`config.mk`:
```
export PLATFORM = sky130hd
export DESIGN_NAME = delivery_scheduler
export DESIGN_NICKNAME = d
export VERILOG_FILES = /design/src/rtl/delivery_scheduler.sv
export SDC_FILE = /design/constraint.sdc
export NUM_CORES = 1
export LEC_CHECK = 0
export ABC_AREA = 1
export ABC_CLOCK_PERIOD_IN_PS = 3240
export BUFFER_PORTS_ARGS = -buffer_cell sky130_fd_sc_hd__buf_2
export CAP_MARGIN = 20
export CORE_ASPECT_RATIO = 1.1
export CORE_UTILIZATION = 60
export DETAILED_ROUTE_END_ITERATION = 10
export HOLD_SLACK_MARGIN = 0.03
export PLACE_DENSITY = 0.81
export SLEW_MARGIN = 0
export SYNTH_ARGS = -nofsm -noshare
export SYNTH_HDL_FRONTEND = slang
export SYNTH_SLANG_ARGS = --single-unit
```
`constraint.sdc`:
```
create_clock -name clk -period 3.24 [get_ports clk]
set_input_delay 0.486 -clock clk [delete_from_list [all_inputs] [get_ports clk]]
set_output_delay 0.486 -clock clk [all_outputs]
set_load 0.02 [all_outputs]
```
`src/rtl/delivery_scheduler.sv`:
```
`default_nettype none
// ============================================================================
//  Module      : delivery_scheduler
//  Description : Round-robin move dispatcher for the multi-agent delivery
//                puzzle. Tracks each agent's (x,y), issues one update per
//                move to the visited table and counts first visits.
//  Revision    : 1.0 - initial release
// ============================================================================
module delivery_scheduler #(
    parameter int POSITION_WIDTH = 12,
    parameter int AGENT_COUNT    = 2,
    parameter int COUNT_WIDTH    = 16
) (
    input  logic                      clk,
    input  logic                      reset,
    input  logic                      in_valid,
    input  logic [7:0]                in_data,
    input  logic                      in_last,
    output logic                      in_ready,
    output logic                      pos_change,
    output logic [POSITION_WIDTH-1:0] pos_x,
    output logic [POSITION_WIDTH-1:0] pos_y,
    input  logic                      lookup_valid,
    input  logic                      lookup_already_visited,
    output logic [COUNT_WIDTH-1:0]    unique_count,
    output logic                      result_valid
);

    localparam logic [POSITION_WIDTH-1:0] c_ORIGIN  = {1'b1, {(POSITION_WIDTH-1){1'b0}}};
    localparam logic [POSITION_WIDTH-1:0] c_ONE     = {{(POSITION_WIDTH-1){1'b0}}, 1'b1};
    localparam logic [COUNT_WIDTH-1:0]    c_CNT_ONE = {{(COUNT_WIDTH-1){1'b0}}, 1'b1};

    typedef enum logic [1:0] {
        S_INIT  = 2'd0,
        S_RUN   = 2'd1,
        S_DRAIN = 2'd2,
        S_DONE  = 2'd3
    } state_t;

    state_t                    r_state;
    state_t                    w_state_next;
    logic [POSITION_WIDTH-1:0] r_ax [AGENT_COUNT];
    logic [POSITION_WIDTH-1:0] r_ay [AGENT_COUNT];
    logic [1:0]                r_turn;
    logic [1:0]                w_turn_next;
    logic [2:0]                r_outstanding;
    logic                      r_pos_change;
    logic [POSITION_WIDTH-1:0] r_pos_x;
    logic [POSITION_WIDTH-1:0] r_pos_y;
    logic [COUNT_WIDTH-1:0]    r_count;
    logic [POSITION_WIDTH-1:0] w_cur_x;
    logic [POSITION_WIDTH-1:0] w_cur_y;
    logic [POSITION_WIDTH-1:0] w_new_x;
    logic [POSITION_WIDTH-1:0] w_new_y;
    logic                      w_is_dir;
    logic                      w_accept;
    logic                      w_move;

    assign w_accept    = (r_state == S_RUN) && in_valid;
    assign w_move      = w_accept && w_is_dir;
    assign w_turn_next = (r_turn == 2'(AGENT_COUNT - 1)) ? 2'd0 : r_turn + 2'd1;

    assign pos_change   = r_pos_change;
    assign pos_x        = r_pos_x;
    assign pos_y        = r_pos_y;
    assign unique_count = r_count;

    // Select the current agent's position and apply the decoded direction
    always_comb begin
        w_cur_x  = c_ORIGIN;
        w_cur_y  = c_ORIGIN;
        for (int i = 0; i < AGENT_COUNT; i++) begin
            if (r_turn == 2'(i)) begin
                w_cur_x = r_ax[i];
                w_cur_y = r_ay[i];
            end
        end
        w_new_x  = w_cur_x;
        w_new_y  = w_cur_y;
        w_is_dir = 1'b1;
        case (in_data)
            8'h5E:   w_new_y = w_cur_y + c_ONE;   // '^'
            8'h76:   w_new_y = w_cur_y - c_ONE;   // 'v'
            8'h3E:   w_new_x = w_cur_x + c_ONE;   // '>'
            8'h3C:   w_new_x = w_cur_x - c_ONE;   // '<'
            default: w_is_dir = 1'b0;
        endcase
    end

    // State register
    always_ff @(posedge clk or posedge reset) begin
        if (reset) r_state <= S_INIT;
        else       r_state <= w_state_next;
    end

    // Next-state and state-decoded outputs
    always_comb begin
        w_state_next = r_state;
        in_ready     = 1'b0;
        result_valid = 1'b0;
        case (r_state)
            S_INIT:  w_state_next = S_RUN;
            S_RUN: begin
                in_ready = 1'b1;
                if (w_accept && in_last) w_state_next = S_DRAIN;
            end
            S_DRAIN: begin
                // Every issued update must have returned its lookup result
                if (r_outstanding == 3'd0 && !r_pos_change) w_state_next = S_DONE;
            end
            S_DONE:  result_valid = 1'b1;
            default: w_state_next = S_INIT;
        endcase
    end

    // Agent positions, update strobe, turn pointer, in-flight and unique counters
    always_ff @(posedge clk or posedge reset) begin
        if (reset) begin
            for (int i = 0; i < AGENT_COUNT; i++) begin
                r_ax[i] <= c_ORIGIN;
                r_ay[i] <= c_ORIGIN;
            end
            r_turn        <= 2'd0;
            r_outstanding <= 3'd0;
            r_pos_change  <= 1'b0;
            r_pos_x       <= c_ORIGIN;
            r_pos_y       <= c_ORIGIN;
            r_count       <= '0;
        end else begin
            r_pos_change <= 1'b0;
            if (r_state == S_INIT) begin
                // The shared start position is registered once as visited
                r_pos_change <= 1'b1;
                r_pos_x      <= c_ORIGIN;
                r_pos_y      <= c_ORIGIN;
            end
            if (w_move) begin
                for (int i = 0; i < AGENT_COUNT; i++) begin
                    if (r_turn == 2'(i)) begin
                        r_ax[i] <= w_new_x;
                        r_ay[i] <= w_new_y;
                    end
                end
                r_pos_change <= 1'b1;
                r_pos_x      <= w_new_x;
                r_pos_y      <= w_new_y;
                r_turn       <= w_turn_next;
            end
            case ({r_pos_change, lookup_valid})
                2'b10:   r_outstanding <= r_outstanding + 3'd1;
                2'b01:   r_outstanding <= r_outstanding - 3'd1;
                default: r_outstanding <= r_outstanding;
            endcase
            if (lookup_valid && !lookup_already_visited) r_count <= r_count + c_CNT_ONE;
        end
    end

endmodule
`default_nettype wire
```
==> implementation parameters, run 1 <==
Parameter                              Value

Critical path
  Delay of the slowest cell on the worst path ... 590 ps
  End of the critical path ... r_ay[10]$_DFFE_PP0P_
  R2R cell count ... 15
  Category of the worst setup path capture point ... flop
  Crit path launch type ... flop
  Crit. path cell count ... 15
  Slowest cell on the critical path ... sky130_fd_sc_hd__dfrtp_1
  Dominant delay contributor by cell family on the critical path ... simple AND/OR/NAND/NOR gates
  Buffer and inverter count on the worst path ... 1
  Crit. Startpoint ... r_turn[0]$_DFFE_PP0P_
  Startpoint-to-endpoint class of the critical path ... reg2reg
  Cells along the critical path ... nor2_4, buf_4, nand2_1, nand2_1, ha_1, nand2_1, nor3_2, nand3_1, nand3_1, nand2_1, nand2_1, nand2_1, nand2_1, nand2_1, nand2_1
  Max Fanout on Critical Path ... 13
  Critical Path RT ... 3550 ps
  Most used cell, CP ... sky130_fd_sc_hd__nand2_1
  Source of the worst register-to-register timing path ... r_turn[0]$_DFFE_PP0P_
  Arrival time of data at the critical path endpoint ... 3280 ps
  Reg2reg end ... r_ay[10]$_DFFE_PP0P_
  Worst setup slack for register-to-register paths ... 270 ps

Die
  Total die area ... 0.0103 mm^2
  Number of I/O pins ... 57
  Row count ... 37
  DIE HEIGHT ... 106 um
  Die Span X ... 97.0 um
  Area inside the core boundary ... 0.00949 mm^2
  Initial Util ... 62.7%

Yosys
  Most area-hungry cell type in the Yosys netlist ... sky130_fd_sc_hd__dfrtp_1
  Number of warnings printed during yosys synthesis ... 0
  Sequential area share after synthesis ... about 40%
  Fraction of registers with async set/reset ... between 90% and 100%
  Cell area after synthesis ... 0.00595 mm^2
  Ranking of synthesized cells by area ... sky130_fd_sc_hd__dfrtp_1 (38%), sky130_fd_sc_hd__nand2_1 (19%), sky130_fd_sc_hd__nand3_1 (5.5%), sky130_fd_sc_hd__inv_1 (4.4%), sky130_fd_sc_hd__ha_1 (3.8%)
  Number of enable-type register cells in the synthesized netlist ... 0
  Net Count, Synth ... 834
  Synthesized instance count ... 801
  Mean Syn Cell Area ... 7.43 um^2
  Distinct cell type count after synthesis ... 45
  Area fraction of the dominant cell type after synthesis ... 37.8%
  Flop and latch count out of synthesis ... between 90 and 100
  Post-synth top flop ... sky130_fd_sc_hd__dfrtp_1

Power
  Net Sw Power ... 0.994 mW
  Internal Dissipation ... 1.90 mW
  Leakage ... 3.63 nW
  Combinational fraction of design power ... 22.9%
  Peak ir drop on the vdd network ... 0.504 mV
  Part of the total power dissipated in sequential elements ... a little under half
  Switching Fraction ... 34.4%
  Pwr per Cell Area ... 442 mW/mm^2
  Power share of the clock group ... slightly below 30%

Clock tree
  Post CTS Setup Buffer Count ... 0
  Number of sinks driven by the clock tree ... between 90 and 100
  Number of hold buffers added after cts ... 0
  Number of levels in the clock H-tree ... 3
  Clk_lat worst skew ... 370 ps
  CTS Buf Count ... 9
  Cts repair resizes ... 0
  Maximum buffer depth of the clock tree ... 2
  Cell chosen for the clock root ... sky130_fd_sc_hd__clkbuf_8
  Clock-pin slew of the registers on the worst-case setup and hold paths ... 90 ps
  Clock tree from TritonCTS ... done

Drt
  Drt first pass iters ... 6
  Number of routed nets with antenna violations ... 0
  DRC violations left ... 0
  Avg Vias per Cell ... 5.58
  Vias ... 5468
  Average wire per cell in the routed design ... 14.9 um
  DRC violation total after the first TritonRoute iteration ... 431
  Aggregate routed wire length ... 14600 um

Timing
  Clock period minus final worst setup slack ... 2970 ps
  Setup repair after global routing missed its margin ... no
  Setup_tns ... 0 ps
  Setup Viol. Count Final ... 0
  Count of endpoints failing hold in the final timing report ... 0
  Smallest setup slack after layout ... 266 ps
  Upper clock frequency limit ... ~0.34 GHz
  Slew HR ... 41.0%
  Final max-slew violation count ... 0
  Clock skew after layout ... 10.2 ps
  Final Cycle Share ... 91.8%
  Worst slew pin tran ... between 800 and 900 ps

Global route
  Maximum number of pins on one net before global-route repair ... 52
  Global-route wire length before repair ... 24400 um
  Vias in the first global route ... 5100
  Initial antenna violation count ... 0
  Overall track demand over capacity in global routing ... 29.7%
  Total global routing overflow ... 0

Final layout
  Total number of nets in the final design ... roughly 890
  Area growth from synthesis to layout ... 9.90%
  Share of the core filled with cells in the final layout ... between 60 and 70%
  Number of inserted filler cells in the final layout ... 793
  Proportion of layout cells with a drive suffix above 1 ... 19.4%
  Post-Layout Inst Area ... 0.00654 mm^2
  Antenna diode count ... 0

Min path
  Class of the most critical hold timing path ... in2async

Placement
  Detailed placer's ending HPWL ... 10700 um
  Post-placement worst setup slack ... 411 ps
  RD Place Congestion ... 0.927
  Post-Place Cell Area ... 0.00633 mm^2
  Number of port buffers ... 56

Run
  Max-Cap Viols ... 0

Run status
  Run status ... complete, no violations
==> worst min path at each step <==
stage	start	end	slack, ps	depth (start not counted)
floorplan	r_ax[13]$_DFFE_PP0P_	r_ax[13]$_DFFE_PP0P_	440	2
detailed placement	pos_x[2]$_DFFE_PP0P_	pos_x[2]$_DFFE_PP0P_	450	2
finish	reset	pos_change$_DFF_PP0_	250	2
global placement	pos_x[1]$_DFFE_PP0P_	pos_x[1]$_DFFE_PP0P_	450	2
global route	reset	pos_y[0]$_DFFE_PP0P_	320	2
CTS	reset	pos_y[0]$_DFFE_PP0P_	280	2
==> final cells by class <==
cell class | count | area, um^2 | area share (%)
clock inverters | 6 | 73.8 | 1.13
inverters | 85 | 328 | 5.01
clock buffers | 10 | 138 | 2.10
well taps | 117 | 146 | 2.24
flip-flops and latches | 96 | 2410 | 36.8
repair buffers | 67 | 363 | 5.55
multi-input cells | 599 | 3080 | 47.1
==> registers in the layout (all words and copies together), names as in the netlist <==
signal         count
r_state            2
r_outstanding      3
pos_change         1
pos_x             12
unique_count      16
r_ax              24
r_ay              24
r_turn             2
pos_y             12
==> layer usage <==
| layer | wire, um | GRT usage (%) | up-vias |
|---|---|---|---|
| met5 | 0 | 0 | - |
| met4 | 286 | 11.1 | 0 |
| met3 | 1100 | 3.81 | 28 |
| met2 | 6830 | 47.6 | 241 |
| met1 | 6370 | 41.6 | 2560 |
| li1 | - | - | 2639 |
==> worst register-to-register path, delay by kind of cell (launching register included) <==
family	cells	cell delay, ps
and+or+nand+nor	13	1800
DFF	1	590
buffers and inverters	1	280
adders and majority gates	1	240
==> kinds of logic (layout without fill, tap and decap cells) <==
group | after synthesis | after routing | share of synthesized area, %
buf+inv | 106 | 168 | 7.71
flops | 96 | 96 | 40.5
xor+xnor | 26 | 26 | 3.95
compound gates | 80 | 80 | 7.84
simple gates | 474 | 474 | 35.9
fa+ha+maj | 19 | 19 | 4.12
==> cell usage after synthesis (5+ instances only) <==
cell,number
sky130_fd_sc_hd__dfrtp_1,90
sky130_fd_sc_hd__nor2_1,32
sky130_fd_sc_hd__nor3_2,5
sky130_fd_sc_hd__a21oi_1,17
sky130_fd_sc_hd__o21ai_2,5
sky130_fd_sc_hd__nand2_2,24
sky130_fd_sc_hd__nand3_1,65
sky130_fd_sc_hd__ha_1,18
sky130_fd_sc_hd__o21ai_1,7
sky130_fd_sc_hd__dfstp_2,6
sky130_fd_sc_hd__xnor2_1,12
sky130_fd_sc_hd__buf_2,13
sky130_fd_sc_hd__o21ai_0,35
sky130_fd_sc_hd__inv_2,14
sky130_fd_sc_hd__xor2_1,13
sky130_fd_sc_hd__nand2_4,9
sky130_fd_sc_hd__nand4_1,9
sky130_fd_sc_hd__o22ai_1,8
sky130_fd_sc_hd__nand2_1,307
sky130_fd_sc_hd__inv_1,69
==> cells in the final DEF (no fill, tap or decap), types with 10 or more instances in the layout <==
master                     count
sky130_fd_sc_hd__a21oi_1      17
sky130_fd_sc_hd__buf_2        56
sky130_fd_sc_hd__buf_4        11
sky130_fd_sc_hd__clkbuf_8     10
sky130_fd_sc_hd__dfrtp_1      90
sky130_fd_sc_hd__ha_1         18
sky130_fd_sc_hd__inv_1        68
sky130_fd_sc_hd__inv_2        14
sky130_fd_sc_hd__nand2_1     307
sky130_fd_sc_hd__nand2_2      24
sky130_fd_sc_hd__nand3_1      65
sky130_fd_sc_hd__nor2_1       32
sky130_fd_sc_hd__o21ai_0      35
sky130_fd_sc_hd__xnor2_1      12
sky130_fd_sc_hd__xor2_1       13
==> per-stage QoR <==
stage                     cells  total power, mW  hold slack (ps)
after detailed placement    964             2.06              454
after global placement      964             2.03              453
final                       980             2.89              253
after global routing        980             3.04              319
after floorplan             801             1.87              442
after CTS                   980             2.90              284
==> power groups by stage <==
| stage | Combinational (mW) | Sequential (mW) | Clock [mW] |
|---|---|---|---|
| after floorplan | 0.447 | 1.42 | 0 |
| after global placement | 0.634 | 1.39 | 0 |
| after detailed placement | 0.661 | 1.40 | 0 |
| after CTS | 0.663 | 1.38 | 0.861 |
| after global routing | 0.741 | 1.39 | 0.903 |
| final | 0.661 | 1.38 | 0.848 |
(Power assumes the default switching activity.)
==> run 2, diff against run 1 <==
--- a/config.mk
+++ b/config.mk
@@ -9,11 +9,11 @@
 export ABC_CLOCK_PERIOD_IN_PS = 3240
 export BUFFER_PORTS_ARGS = -buffer_cell sky130_fd_sc_hd__buf_2
 export CAP_MARGIN = 20
-export CORE_ASPECT_RATIO = 1.1
 export CORE_UTILIZATION = 60
 export DETAILED_ROUTE_END_ITERATION = 10
 export HOLD_SLACK_MARGIN = 0.03
 export PLACE_DENSITY = 0.81
+export SKIP_CTS_REPAIR_TIMING = 1
 export SLEW_MARGIN = 0
 export SYNTH_ARGS = -nofsm -noshare
 export SYNTH_HDL_FRONTEND = slang
==> run 2 against run 1 <==
Effect of this change: power shrank 2.2%; die area about the same; sequential cell count did not move; sequential power barely moved; utilization up 0.58 points; register-to-register slack improved by 200 ps; clock power down 8.1%; worst hold slack lost 48 ps; global-route usage grew 0.75 points; sequential share of layout area is essentially flat; critical endpoint is now pos_y[7]$_DFFE_PP0P_.
==> implementation parameters, run 2 (synthesis gave the netlist of run 1 again) <==
Parameter                              Value

Run status
  Run status ... complete, no violations

Power
  Peak ir drop on the vdd network ... roughly 0.42 mV
  Leakage ... 3.63 nW
  Total chip power ... 2.83 mW
  Pwr per Cell Area ... 432 mW/mm^2

Timing
  Final Cycle Share ... 85.7%
  Clock skew after layout ... 11.0 ps
  Setup_tns ... 0 ps
  Setup repair after global routing missed its margin ... no
  Clock period minus final worst setup slack ... 2780 ps
  Count of endpoints failing hold in the final timing report ... 0
  Slew HR ... 50.5%
  Final max-slew violation count ... 0
  Setup Viol. Count Final ... 0
  Upper clock frequency limit ... 0.360 GHz
  Worst slew pin tran ... approximately 740 ps

Global route
  Initial antenna violation count ... 0
  Overall track demand over capacity in global routing ... 30.5%
  Vias in the first global route ... 5068
  Maximum number of pins on one net before global-route repair ... 56
  Total global routing overflow ... 0
  Global-route wire length before repair ... 24100 um

Clock tree
  Cell chosen for the clock root ... sky130_fd_sc_hd__clkbuf_8
  Maximum buffer depth of the clock tree ... 2
  Clock-pin slew of the registers on the worst-case setup and hold paths ... 100 ps
  Clk_lat worst skew ... 370 ps
  CTS Buf Count ... 9
  Clock tree from TritonCTS ... done
  Number of sinks driven by the clock tree ... 96
  Number of levels in the clock H-tree ... 3

Final layout
  Leading cell type in the layout, fill and taps excluded ... sky130_fd_sc_hd__nand2_1
  Area growth from synthesis to layout ... 9.94%
  Number of inserted filler cells in the final layout ... 781
  Commonest non-fill, non-tap cells in the layout ... sky130_fd_sc_hd__nand2_1 (307), sky130_fd_sc_hd__dfrtp_1 (90), sky130_fd_sc_hd__inv_1 (68), sky130_fd_sc_hd__nand3_1 (65), sky130_fd_sc_hd__buf_2 (56)
  Antenna diode count ... 0
  Sequential cell area in the final layout ... 0.00241 mm^2
  Total number of nets in the final design ... 890
  Area of the multi-input gates ... 0.00308 mm^2
  Proportion of layout cells with a drive suffix above 1 ... 19.3%

Drt
  Drt first pass iters ... 5
  Avg Vias per Cell ... 5.41
  DRC violation total after the first TritonRoute iteration ... roughly 450
  Vias ... about 5400
  Number of routed nets with antenna violations ... 0
  Average wire per cell in the routed design ... 14.6 um
  DRC violations left ... 0
  Aggregate routed wire length ... 14400 um

Die
  Total die area ... 0.0103 mm^2
  DIE HEIGHT ... around 100 um
  Initial Util ... between 60% and 70%
  Die Span X ... 102 um
  Area inside the core boundary ... 0.00942 mm^2
  Number of I/O pins ... 57
  Row count ... 35

Critical path
  Arrival time of data at the critical path endpoint ... 3090 ps
  Max Fanout on Critical Path ... 17
  Startpoint-to-endpoint class of the critical path ... reg2reg
  Crit path launch type ... flop
  Critical Path RT ... 3550 ps
  Category of the worst setup path capture point ... flop

Placement
  RD Place Congestion ... 0.967
  Detailed placer's ending HPWL ... 10600 um
  Number of port buffers ... 56

Min path
  Class of the most critical hold timing path ... in2async

Run
  Max-Cap Viols ... 0
[run 2: cell types whose count changed in the layout (fill, tap and decap cells not counted)]
cell / before / now
sky130_fd_sc_hd__inv_8: 1 / 2
sky130_fd_sc_hd__bufinv_16: 1 / 0
sky130_fd_sc_hd__buf_4: 11 / 9
sky130_fd_sc_hd__buf_12: 0 / 1
sky130_fd_sc_hd__clkinvlp_4: 2 / 1
sky130_fd_sc_hd__clkinv_4: 1 / 2
[run 2: final cells by class]
cell class | instances | share of cell area (%)
repair buffers | 66 | 5.62
flip-flops and latches | 96 | 36.8
clock inverters | 6 | 0.860
inverters | 85 | 5.01
clock buffers | 10 | 2.10
well taps | 129 | 2.47
multi-input cells | 599 | 47.1
[run 2: worst max-delay path, stage by stage, from the launching register on]
cell and delay (ps):
sky130_fd_sc_hd__dfrtp_1 450, sky130_fd_sc_hd__inv_2 320, sky130_fd_sc_hd__nand2_4 210, sky130_fd_sc_hd__o21ai_0 310, sky130_fd_sc_hd__ha_1 330, sky130_fd_sc_hd__inv_1 90
sky130_fd_sc_hd__a21oi_1 50, sky130_fd_sc_hd__nand3_1 110, sky130_fd_sc_hd__nand2_2 100, sky130_fd_sc_hd__a21oi_1 240, sky130_fd_sc_hd__xnor2_1 150, sky130_fd_sc_hd__nand2_1 80
sky130_fd_sc_hd__nand2_1 130, sky130_fd_sc_hd__nand2_1 70, sky130_fd_sc_hd__nand2_1 70
[run 2: where the power goes]
| group | internal (mW) | switching [mW] | leakage, nW |
|---|---|---|---|
| sequential | 1.28 | 0.0915 | 1.25 |
| combinational | 0.229 | 0.445 | 2.28 |
| clock | 0.318 | 0.461 | 0.0973 |
| total | 1.83 | 0.998 | 3.63 |
[run 2: final timing paths]
| check | start | to | slack [ps] | cells past startpoint |
|---|---|---|---|---|
| worst min register to register | unique_count[15]$_DFFE_PP0P_ | unique_count[15]$_DFFE_PP0P_ | 470 | 1 |
| max in group asynchronous | reset | r_ay[11]$_DFFE_PP1P_ | 2240 | 3 |
| worst min-delay path | reset | unique_count[8]$_DFFE_PP0P_ | 200 | 2 |
| worst max-delay path | r_turn[1]$_DFFE_PP0P_ | pos_y[7]$_DFFE_PP0P_ | 460 | 14 |
| worst max register to register | r_turn[1]$_DFFE_PP0P_ | pos_y[7]$_DFFE_PP0P_ | 460 | 14 |
| min in group clk | lookup_already_visited | unique_count[1]$_DFFE_PP0P_ | 420 | 4 |
[run 2: metrics by stage]
stage	std cells	hold WS [ps]	setup WS, ps	area, um^2	util [%]
global route	991	262	227	6540	69.5
CTS	991	212	493	6540	69.5
finish	991	205	462	6540	69.5
global placement	975	451	399	6350	67.4
floorplan	801	442	259	5950	-
detailed placement	975	460	375	6350	67.4
[run 2: layer usage]
layer / share of wire [%] / up-vias / wire length (um) / track usage, %
met5: 0 / - / 0 / 0
met4: 1.8 / 0 / 262 / 10.4
met3: 6.1 / 22 / 883 / 5.11
li1: - / 2652 / - / -
met1: 45 / 2514 / 6530 / 41.3
met2: 47 / 178 / 6760 / 49.8
